<file path="src/rtl/simd_sat_alu_pkg.sv">
// Shared constants and helpers for the SIMD saturating add/sub ALU.
package simd_sat_alu_pkg;

    // Segment-size codes: segment = 8 * 2^code bits.
    localparam int unsigned W8  = 0;
    localparam int unsigned W16 = 1;
    localparam int unsigned W32 = 2;
    localparam int unsigned W64 = 3;

    localparam int unsigned LANE_W = 8;

    // Codes beyond the widest segment the datapath supports collapse onto it.
    function automatic int unsigned eff_width_code(input int unsigned code,
                                                   input int unsigned max_code);
        return (code > max_code) ? max_code : code;
    endfunction

    // Per-lane byte of the saturation constant for a segment of any size.
    // Signed limits are 0x7F..FF / 0x80..00, so only the segment's top lane
    // differs from the fill byte; unsigned limits are all ones / all zeros.
    function automatic logic [7:0] sat_lane_byte(input logic is_signed,
                                                 input logic neg,
                                                 input logic is_msb_lane,
                                                 input logic op_sub);
        logic [7:0] v;
        if (is_signed) begin
            if (neg) v = is_msb_lane ? 8'h80 : 8'h00;
            else     v = is_msb_lane ? 8'h7F : 8'hFF;
        end else begin
            v = op_sub ? 8'h00 : 8'hFF;
        end
        return v;
    endfunction

endpackage

</file>
<file path="src/rtl/simd_seg_mask.sv">
// Derives which lanes start and which lanes end a segment for a width code.
module simd_seg_mask
    import simd_sat_alu_pkg::*;
#(
    parameter int LANES  = 4,
    parameter int MODE_W = $clog2(LANES) + 1
) (
    input  logic [MODE_W-1:0] width,
    output logic [LANES-1:0]  seg_lsb,
    output logic [LANES-1:0]  seg_msb
);

    localparam int unsigned LOG2_L = $clog2(LANES);

    // A lane starts a segment when its index is a multiple of the segment
    // lane count; it ends one when the next index is.
    always_comb begin
        int unsigned k;
        int unsigned span;
        seg_lsb = '0;
        seg_msb = '0;
        k       = eff_width_code(32'(width), LOG2_L);
        span    = (32'd1 << k) - 32'd1;
        for (int i = 0; i < LANES; i++) begin
            seg_lsb[i] = ((32'(i) & span) == 32'd0);
            seg_msb[i] = ((32'(i + 1) & span) == 32'd0);
        end
    end

endmodule

</file>
<file path="src/rtl/simd_sat_alu.sv">
// Two-stage SIMD add/subtract with per-segment overflow and saturation.
// S1 registers carry-free lane sums plus generate/propagate; S2 ripples the
// carry across each segment, detects overflow and clamps.
module simd_sat_alu
    import simd_sat_alu_pkg::*;
#(
    parameter int LANES  = 4,
    parameter int W      = 8 * LANES,
    parameter int MODE_W = $clog2(LANES) + 1
) (
    input  logic              clk,
    input  logic              rst_n,
    input  logic              in_valid,
    output logic              in_ready,
    input  logic [W-1:0]      a,
    input  logic [W-1:0]      b,
    input  logic [MODE_W-1:0] width,
    input  logic              op_sub,
    input  logic              is_signed,
    input  logic              saturate,
    output logic              out_valid,
    input  logic              out_ready,
    output logic [W-1:0]      y,
    output logic [LANES-1:0]  ovf,
    input  logic              sticky_clr,
    output logic [LANES-1:0]  ovf_sticky
);

    logic [LANES-1:0] seg_lsb_in, seg_msb_in;

    simd_seg_mask #(.LANES(LANES), .MODE_W(MODE_W)) u_seg_mask (
        .width   (width),
        .seg_lsb (seg_lsb_in),
        .seg_msb (seg_msb_in)
    );

    // Control state
    logic vld_p1_q, vld_p1_d;
    logic vld_p2_q, vld_p2_d;
    logic [LANES-1:0] sticky_q, sticky_d;

    // S1 data
    logic [W-1:0]     sum_p1_q, sum_p1_d;
    logic [LANES-1:0] gen_p1_q, gen_p1_d;
    logic [LANES-1:0] prop_p1_q, prop_p1_d;
    logic [LANES-1:0] a_sgn_p1_q, a_sgn_p1_d;
    logic [LANES-1:0] b_sgn_p1_q, b_sgn_p1_d;
    logic [LANES-1:0] seg_lsb_p1_q, seg_lsb_p1_d;
    logic [LANES-1:0] seg_msb_p1_q, seg_msb_p1_d;
    logic             op_sub_p1_q, op_sub_p1_d;
    logic             is_signed_p1_q, is_signed_p1_d;
    logic             saturate_p1_q, saturate_p1_d;

    // S2 data
    logic [W-1:0]     y_p2_q, y_p2_d;
    logic [LANES-1:0] ovf_p2_q, ovf_p2_d;

    // Combinational S2 results and handshake terms
    logic [W-1:0]     y_s2;
    logic [LANES-1:0] ovf_s2;
    logic             adv_p2, in_accept, load_p2, out_hs;

    // Handshake: each stage moves when the one after it is empty or draining.
    always_comb begin
        adv_p2    = !vld_p2_q || out_ready;
        in_ready  = !vld_p1_q || adv_p2;
        in_accept = in_valid && in_ready;
        load_p2   = vld_p1_q && adv_p2;
        out_hs    = vld_p2_q && out_ready;
        vld_p1_d  = in_ready ? in_valid : vld_p1_q;
        vld_p2_d  = adv_p2 ? vld_p1_q : vld_p2_q;
        if (out_hs)          sticky_d = sticky_clr ? ovf_p2_q : (sticky_q | ovf_p2_q);
        else if (sticky_clr) sticky_d = '0;
        else                 sticky_d = sticky_q;
    end

    // ---- S1: carry-free lane sums with generate/propagate ----
    always_comb begin
        logic [7:0] bx;
        logic [8:0] s9;
        bx             = '0;
        s9             = '0;
        sum_p1_d       = sum_p1_q;
        gen_p1_d       = gen_p1_q;
        prop_p1_d      = prop_p1_q;
        a_sgn_p1_d     = a_sgn_p1_q;
        b_sgn_p1_d     = b_sgn_p1_q;
        seg_lsb_p1_d   = seg_lsb_p1_q;
        seg_msb_p1_d   = seg_msb_p1_q;
        op_sub_p1_d    = op_sub_p1_q;
        is_signed_p1_d = is_signed_p1_q;
        saturate_p1_d  = saturate_p1_q;
        if (in_accept) begin
            for (int i = 0; i < LANES; i++) begin
                bx = op_sub ? ~b[8*i +: 8] : b[8*i +: 8];
                s9 = {1'b0, a[8*i +: 8]} + {1'b0, bx};
                sum_p1_d[8*i +: 8] = s9[7:0];
                gen_p1_d[i]        = s9[8];
                prop_p1_d[i]       = &s9[7:0];
                a_sgn_p1_d[i]      = a[8*i + 7];
                b_sgn_p1_d[i]      = bx[7];
            end
            seg_lsb_p1_d   = seg_lsb_in;
            seg_msb_p1_d   = seg_msb_in;
            op_sub_p1_d    = op_sub;
            is_signed_p1_d = is_signed;
            saturate_p1_d  = saturate;
        end
    end

    // S1 data registers carry no reset; vld_p1_q qualifies them.
    always_ff @(posedge clk) begin
        sum_p1_q       <= sum_p1_d;
        gen_p1_q       <= gen_p1_d;
        prop_p1_q      <= prop_p1_d;
        a_sgn_p1_q     <= a_sgn_p1_d;
        b_sgn_p1_q     <= b_sgn_p1_d;
        seg_lsb_p1_q   <= seg_lsb_p1_d;
        seg_msb_p1_q   <= seg_msb_p1_d;
        op_sub_p1_q    <= op_sub_p1_d;
        is_signed_p1_q <= is_signed_p1_d;
        saturate_p1_q  <= saturate_p1_d;
    end

    // ---- S2: segment carry ripple, overflow detection, saturation ----
    always_comb begin
        logic             carry, c_in, seg_ovf, seg_neg;
        logic [7:0]       lane_sum;
        logic [W-1:0]     wrap;
        logic [LANES-1:0] lane_ovf;
        carry    = 1'b0;
        c_in     = 1'b0;
        seg_ovf  = 1'b0;
        seg_neg  = 1'b0;
        lane_sum = '0;
        wrap     = '0;
        lane_ovf = '0;
        y_s2     = '0;
        // Carry into a segment's first lane is the subtract "+1"; b was
        // already inverted in S1, so op_sub doubles as that carry.
        for (int i = 0; i < LANES; i++) begin
            c_in     = seg_lsb_p1_q[i] ? op_sub_p1_q : carry;
            lane_sum = sum_p1_q[8*i +: 8] + {7'd0, c_in};
            carry    = gen_p1_q[i] | (prop_p1_q[i] & c_in);
            wrap[8*i +: 8] = lane_sum;
            if (seg_msb_p1_q[i]) begin
                if (is_signed_p1_q)
                    lane_ovf[i] = (a_sgn_p1_q[i] == b_sgn_p1_q[i]) &&
                                  (lane_sum[7] != a_sgn_p1_q[i]);
                else
                    lane_ovf[i] = op_sub_p1_q ? !carry : carry;
            end
        end
        // Walk down from the top so every lane inherits its segment's
        // overflow flag and direction from the segment's MSB lane.
        for (int i = LANES - 1; i >= 0; i--) begin
            if (seg_msb_p1_q[i]) begin
                seg_ovf = lane_ovf[i];
                seg_neg = a_sgn_p1_q[i];
            end
            if (saturate_p1_q && seg_ovf)
                y_s2[8*i +: 8] = sat_lane_byte(is_signed_p1_q, seg_neg,
                                               seg_msb_p1_q[i], op_sub_p1_q);
            else
                y_s2[8*i +: 8] = wrap[8*i +: 8];
        end
        ovf_s2 = lane_ovf;
    end

    // S2 capture happens only when the stage is free to take S1's beat.
    always_comb begin
        y_p2_d   = load_p2 ? y_s2   : y_p2_q;
        ovf_p2_d = load_p2 ? ovf_s2 : ovf_p2_q;
    end

    // S2 data registers carry no reset; vld_p2_q qualifies them.
    always_ff @(posedge clk) begin
        y_p2_q   <= y_p2_d;
        ovf_p2_q <= ovf_p2_d;
    end

    // Control registers: reset empties the pipe and clears the sticky status.
    always_ff @(posedge clk or negedge rst_n) begin
        if (!rst_n) begin
            vld_p1_q <= 1'b0;
            vld_p2_q <= 1'b0;
            sticky_q <= '0;
        end else begin
            vld_p1_q <= vld_p1_d;
            vld_p2_q <= vld_p2_d;
            sticky_q <= sticky_d;
        end
    end

    // Result data reads zero whenever no beat is presented, including reset.
    always_comb begin
        out_valid  = vld_p2_q;
        y          = vld_p2_q ? y_p2_q : '0;
        ovf        = vld_p2_q ? ovf_p2_q : '0;
        ovf_sticky = sticky_q;
    end

endmodule

</file>
<file path="config.mk">
export PLATFORM = sky130hd
export DESIGN_NAME = simd_sat_alu
export DESIGN_NICKNAME = d
export VERILOG_FILES = /design/src/rtl/simd_sat_alu_pkg.sv /design/src/rtl/simd_seg_mask.sv /design/src/rtl/simd_sat_alu.sv
export SDC_FILE = /design/constraint.sdc
export NUM_CORES = 1
export LEC_CHECK = 0
export ABC_AREA = 1
export CORE_MARGIN = 8
export CORE_UTILIZATION = 50
export DETAILED_ROUTE_END_ITERATION = 6
export PLACE_DENSITY = 0.77
export SLEW_MARGIN = 20
export SYNTH_ARGS = -nofsm -noshare
export SYNTH_HDL_FRONTEND = slang
export SYNTH_HIERARCHICAL = 1
export SYNTH_SLANG_ARGS = --single-unit
</file>
<file path="constraint.sdc">
create_clock -name clk -period 8.97 [get_ports clk]
set_input_delay 1.3455 -clock clk [delete_from_list [all_inputs] [get_ports clk]]
set_output_delay 1.3455 -clock clk [all_outputs]
set_load 0.05 [all_outputs]
</file>
======== Word level (Yosys, flattened, before mapping) ========
Cells that the tools add are included.
cells by class
  $add $sub $neg .......................... 9
  $mul .................................... 0
  div/mod/pow operators ................... 0
  order comparisons ....................... 1
  equal/unequal tests ..................... 8
  shift-type cells ........................ 1
  multiplexer cells ....................... 54
  bitwise operators ....................... 13
  reductions and logical operators ........ 28
operator list
  cell                                                 number
  two-way mux 8 bit                                    25
  zero test 32 bit                                     4
  adder 8 x 8 -> 9 bit                                 4
  adder 8 x 1 -> 8 bit                                 4
  two-way mux 32 bit                                   1
  inverter 8 bit                                       4
  AND reduction 8 bit                                  4
  << shifter 1 x 32 -> 3 bit (first input constant)    1
  two-way mux 1 bit                                    23
  two-way mux 4 bit                                    4
  logical AND 1 bit                                    11
  zero test 1 bit                                      6
  AND 1 bit                                            4
  == test 1 bit                                        4
  inequality test 1 bit                                4
  bitwise OR 1 bit                                     4
  bitwise OR 4 bit                                     1
  > comparator 3 x 2 -> 1 bit (second input constant)  1
  two-way mux 3 bit                                    1
  subtractor 3 x 1 -> 3 bit (second input constant)    1
  logical OR 1 bit                                     2
  nonzero test 2 bit                                   1
storage, ports and cells
  flip-flop bits (word level) ............. 100
  latch bits .............................. 0
  bits in writable memories ............... 0
  memory bits (read-only) ................. 0
  input port bits ......................... 75
  word-level logic and storage cells ...... 129
  memories kept ........................... 0

======== Depth between registers and ports, before layout ========
  depth in word-level cells ............... 21
  gate-level depth with buffers ........... 23

======== Modules after synthesis ========
Netlist, hierarchy kept.
modules (own cells, without submodules)
  module         times used  cells an instance  area each (µm²)  seq. area each (µm²)
  simd_sat_alu   1           658                6308.6           3002.9
  simd_seg_mask  1           12                 66.3             0.0

======== Worst setup path before layout ========
No wires, ideal clock.
  path kind ............................... input to register
  start point ............................. input op_sub
  end point ............................... register prop_p1_q[0] (data pin)
  setup time .............................. 257 ps
  arrival time ............................ 3533 ps
  data required time ...................... 8713 ps
  setup slack ............................. 5180 ps
  stages on the path ...................... 14
  buffers on the path ..................... 2
  cells stage by stage .................... clkbuf_1 buf_1 xor2_1 ha_1 inv_1 fa_1 o21ai_0 nand2_1 a21oi_1 nor2_1 xor2_1 inv_1 nand3_1 nor2_1
between the ends
  word-level cells in the longest chain between the ends .. 3
ends and longest elaborated chain
  item                    line                 RTL
  start: declaration      simd_sat_alu.sv:18   input logic op_sub,
  two-way mux 8 bit       simd_sat_alu.sv:95   bx = op_sub ? ~b[8*i +: 8] : b[8*i +: 8];
  adder 8 x 8 -> 9 bit    simd_sat_alu.sv:96   s9 = {1'b0, a[8*i +: 8]} + {1'b0, bx};
  AND reduction 8 bit     simd_sat_alu.sv:99   prop_p1_d[i] = &s9[7:0];
  end signal: assignment  simd_sat_alu.sv:115  prop_p1_q <= prop_p1_d;
  end: declaration        simd_sat_alu.sv:45   logic [LANES-1:0] prop_p1_q, prop_p1_d;
Every way passes these cells.
A chain may end at the register's enable or synchronous reset.

======== Worst setup path after layout ========
  start point ............................. input out_ready
  end point ............................... output in_ready
between the ends
  word-level cells in the longest chain between the ends .. 2
ends and longest elaborated chain
  item                line                RTL
  start: declaration  simd_sat_alu.sv:22  input logic out_ready,
  logical OR 1 bit    simd_sat_alu.sv:65  adv_p2 = !vld_p2_q || out_ready;
  logical OR 1 bit    simd_sat_alu.sv:66  in_ready = !vld_p1_q || adv_p2;
  end: declaration    simd_sat_alu.sv:14  output logic in_ready,
Every way passes these cells.

==> run_results.csv <==
group,metric,value,unit
run_status,outcome,"completed",
floorplanning,io_pins,117,
synthesis,yosysTopAreaCell,"edfxtp_1",
timing,rsz0062_at_grt,"no",
critical_path,r2r-start,"op_sub_p1_q",
timing,hold_viol,0,
floorplanning,die_h,129,microns
final_layout,layout_commonest_cell,"inv_1",
timing,tightest_slew,1030,ps
final_layout,final_core_util,63.7,%
critical_path,cp_num_cells,4,
pwr,internal-power,0.00100,W
synthesis,synth-edff-count,95,
critical_path,critPathMaxFanout,5,
critical_path,timing.rr.end,"y_p2_q[8]",
pwr,p_clk_share,23.8,%
clock_tree,cts_made_buffers,9,
pwr,power_density,192,nW/um^2
synthesis,synth_ff_type,"edfxtp_1",
grt,grt_pass1_wl,20.7,mm
floorplanning,dieArea,16600,sq um
critical_path,crit_chain,"clkdlybuf4s50_1 -> inv_1 -> nand3_1 -> clkdlybuf4s50_1",
synthesis,yosysUniqueCellTypes,41,
final_layout,area.growth.synth_to_final,25.0,%
critical_path,critPathTopFamily,"buffers and inverters",
timing,relSlewSlack,31.0,%
floorplanning,initial_utilization,50.9,%
critical_path,arrival,2990,ps
timing,finalCritPeriodShare,48.3,%
floorplanning,dieWidth,129,microns
clock_tree,cts_tree,"done",
critical_path,crit_buf_inv,3,
floorplanning,rows,41,
routing,routed_wl,12.1,mm
run,cap_violations,0,
synthesis,synth-seq-area-share,47.1,%
grt,grt_max_degree,60,
critical_path,r2r_cells,23,
placed_design,io_buffer_count,116,
critical_path,worstPathRequired,7620,ps
routing,post-route-drc-count,0,
grt,gr-usage-all-layers,15.4,%
pwr,p_switching,0.000530,W
synthesis,ys_async_sr_fraction,5.94,%
clock_tree,clk_latency,350,ps
routing,drtIter0Drc,242,
critical_path,crit_start,"out_ready",
pwr,sw_frac_of_total,34.6,%
synthesis,ys_top_cells_by_area,"edfxtp_1 (45%), xor2_1 (9.5%), ha_1 (7.9%)",
timing,fmax,0.231,GHz
final_layout,mostFrequentLayoutCells,"inv_1 (123), nand2_1 (121), clkdlybuf4s50_1 (115)",
final_layout,diodes,0,
hold_path,hp-class,"flip-flop to flip-flop",
synthesis,synth_seq_cells,101,
timing,fin_skew,9.16,ps
critical_path,path_class,"input port to output pin",
pwr,p_seq_share,42.8,%
timing,fin_tns_setup,0,ps
clock_tree,ctsHoldBuffers,0,
timing,setup_viol,0,
placed_design,gp_congestion,0.801,
synthesis,yosysTopAreaCellShare,44.7,%
clock_tree,cts_root_buf,"clkbuf_16",
clock_tree,cts_buffer_depth,2,
critical_path,cpPeakStageDelay,830,ps
pwr,leakagePower,3.68,nW
critical_path,timing.critical_path.to_type,"output pin",
synthesis,syn_area,6370,sq um
timing,final_max_slew_viol_count,0,
grt,grt_pass1_vias,4662,
critical_path,crit_path_frequent_cell,"clkdlybuf4s50_1",
placed_design,hpwlAfterDp,10.1,mm
clock_tree,cts.sinks,101,
synthesis,netlist_instances,670,
critical_path,critPathSlowestCell,"clkdlybuf4s50_1",
timing,min_period,4330,ps
synthesis,ys_warn_count,6,
critical_path,endpoint,"in_ready",
routing,wl_per_cell,12.7,microns
grt,grt_overflow,0,
grt,antenna_found_initial,0,
clock_tree,cts_setup_buffers,0,
clock_tree,cts.clk_slew.worst_paths,60,ps
synthesis,synth_area_per_cell,9.51,sq um
critical_path,r2r_setup_slack,5700,ps
routing,firstDrtPassIters,4,
clock_tree,cts-htree-levels,3,
pwr,p_comb_share,33.3,%
critical_path,startpoint_type,"input port",
pwr,peakVddDrop,0.0846,mV
routing,final_antenna_net_count,0,
final_layout,drive_above_1_share,6.10,%
floorplanning,core-area,12500,sq um
routing,dr_total_vias,4583,
clock_tree,cts-resized-gates,0,
routing,viasPerCell,4.78,
final_layout,num-nets-final,901,
## Yosys cell counts (7+ instances only)
cell type,count
xor2_1,69
nand3_1,45
edfxtp_1,95
nand3_2,7
ha_1,40
inv_1,124
nor2_1,31
o21bai_1,9
nand2_1,121
a21oi_1,27
o21ai_0,23
xnor2_1,9
## flip-flops by register name (all words and copies together), names as in the netlist, 4 cells and up
| signal | count |
|---|---|
| seg_lsb_p1_q | 4 |
| ovf_sticky | 4 |
| sum_p1_q | 32 |
| b_sgn_p1_q | 4 |
| seg_msb_p1_q | 4 |
| gen_p1_q | 4 |
| ovf_p2_q | 4 |
| prop_p1_q | 4 |
| y_p2_q | 32 |
| a_sgn_p1_q | 4 |
## area by class of cell
class                   count  area (sq um)
clock buffers               9           225
well taps                 172           215
fillers                  1057          4550
inverters                 128           482
clock inverters             7          65.1
repair buffers            116          1160
multi-input cells         426          2820
flip-flops and latches    101          3000
## metrics by stage
stage	power, W	instance area, sq um	instances	hold WS [ps]	setup slack, ps
3_3_place_gp	0.00116	7680	943	494	4660
3_5_place_dp	0.00118	7680	943	507	4650
5_1_grt	0.00162	7970	959	549	4540
6_report	0.00153	7970	959	528	4640
2_1_floorplan	0.00102	6380	671	447	5180
4_1_cts	0.00154	7970	959	523	4640
## power groups by stage
stage / clock network (W) / registers (W) / logic (W)
2_1_floorplan: 0 / 0.000660 / 0.000356
3_3_place_gp: 0 / 0.000663 / 0.000498
3_5_place_dp: 0 / 0.000666 / 0.000513
4_1_cts: 0.000370 / 0.000656 / 0.000516
5_1_grt: 0.000392 / 0.000664 / 0.000566
6_report: 0.000365 / 0.000656 / 0.000511
## layer usage
metal / up-vias / GRT usage (%) / routed length (microns)
met5: - / 0 / 0
met4: 0 / 6.84 / 318
met3: 22 / 3.23 / 691
met2: 112 / 26.8 / 5930
met1: 2051 / 17.9 / 5190
li1: 2398 / - / -
## worst min path at each step
stage	start	endpoint	slack, ps	depth (start not counted)
2_1_floorplan	vld_p1_q	out_valid	450	2
3_3_place_gp	vld_p1_q	out_valid	490	2
3_5_place_dp	vld_p1_q	out_valid	510	2
4_1_cts	vld_p1_q	out_valid	520	2
5_1_grt	ovf_p2_q[0]	ovf_sticky[0]	550	2
6_report	vld_p1_q	out_valid	530	2
## worst register-to-register path: stages (launching register included)
cell and delay [ps]:
edfxtp_1 410, nand3_1 110, nand3_1 110, nand3_1 110, nand3_1 120, nand3_2 80, nand3_1 90, and2_1 180
ha_1 210, nand3_2 110, nor2_2 130, nand3_1 110, xor2_1 190, clkinv_1 100, nand2_1 70, nand3_1 70
nand2_1 80, clkinv_1 110, nand4_1 140, nand3_2 120, nand3_4 130, inv_2 70, o21ai_4 90, nand2_1 80
## cell families after synthesis
| group | synth area share, % |
|---|---|
| buffers and inverters | 8.85 |
| and+or+nand+nor | 17.9 |
| adders and majority gates | 9.11 |
| AOI/OAI and AO/OA | 6.05 |
| xor gates and xnor gates | 11.0 |
| DFF | 47.1 |
| other | 0.0588 |
No activity file was read; power rests on OpenSTA's default activity.
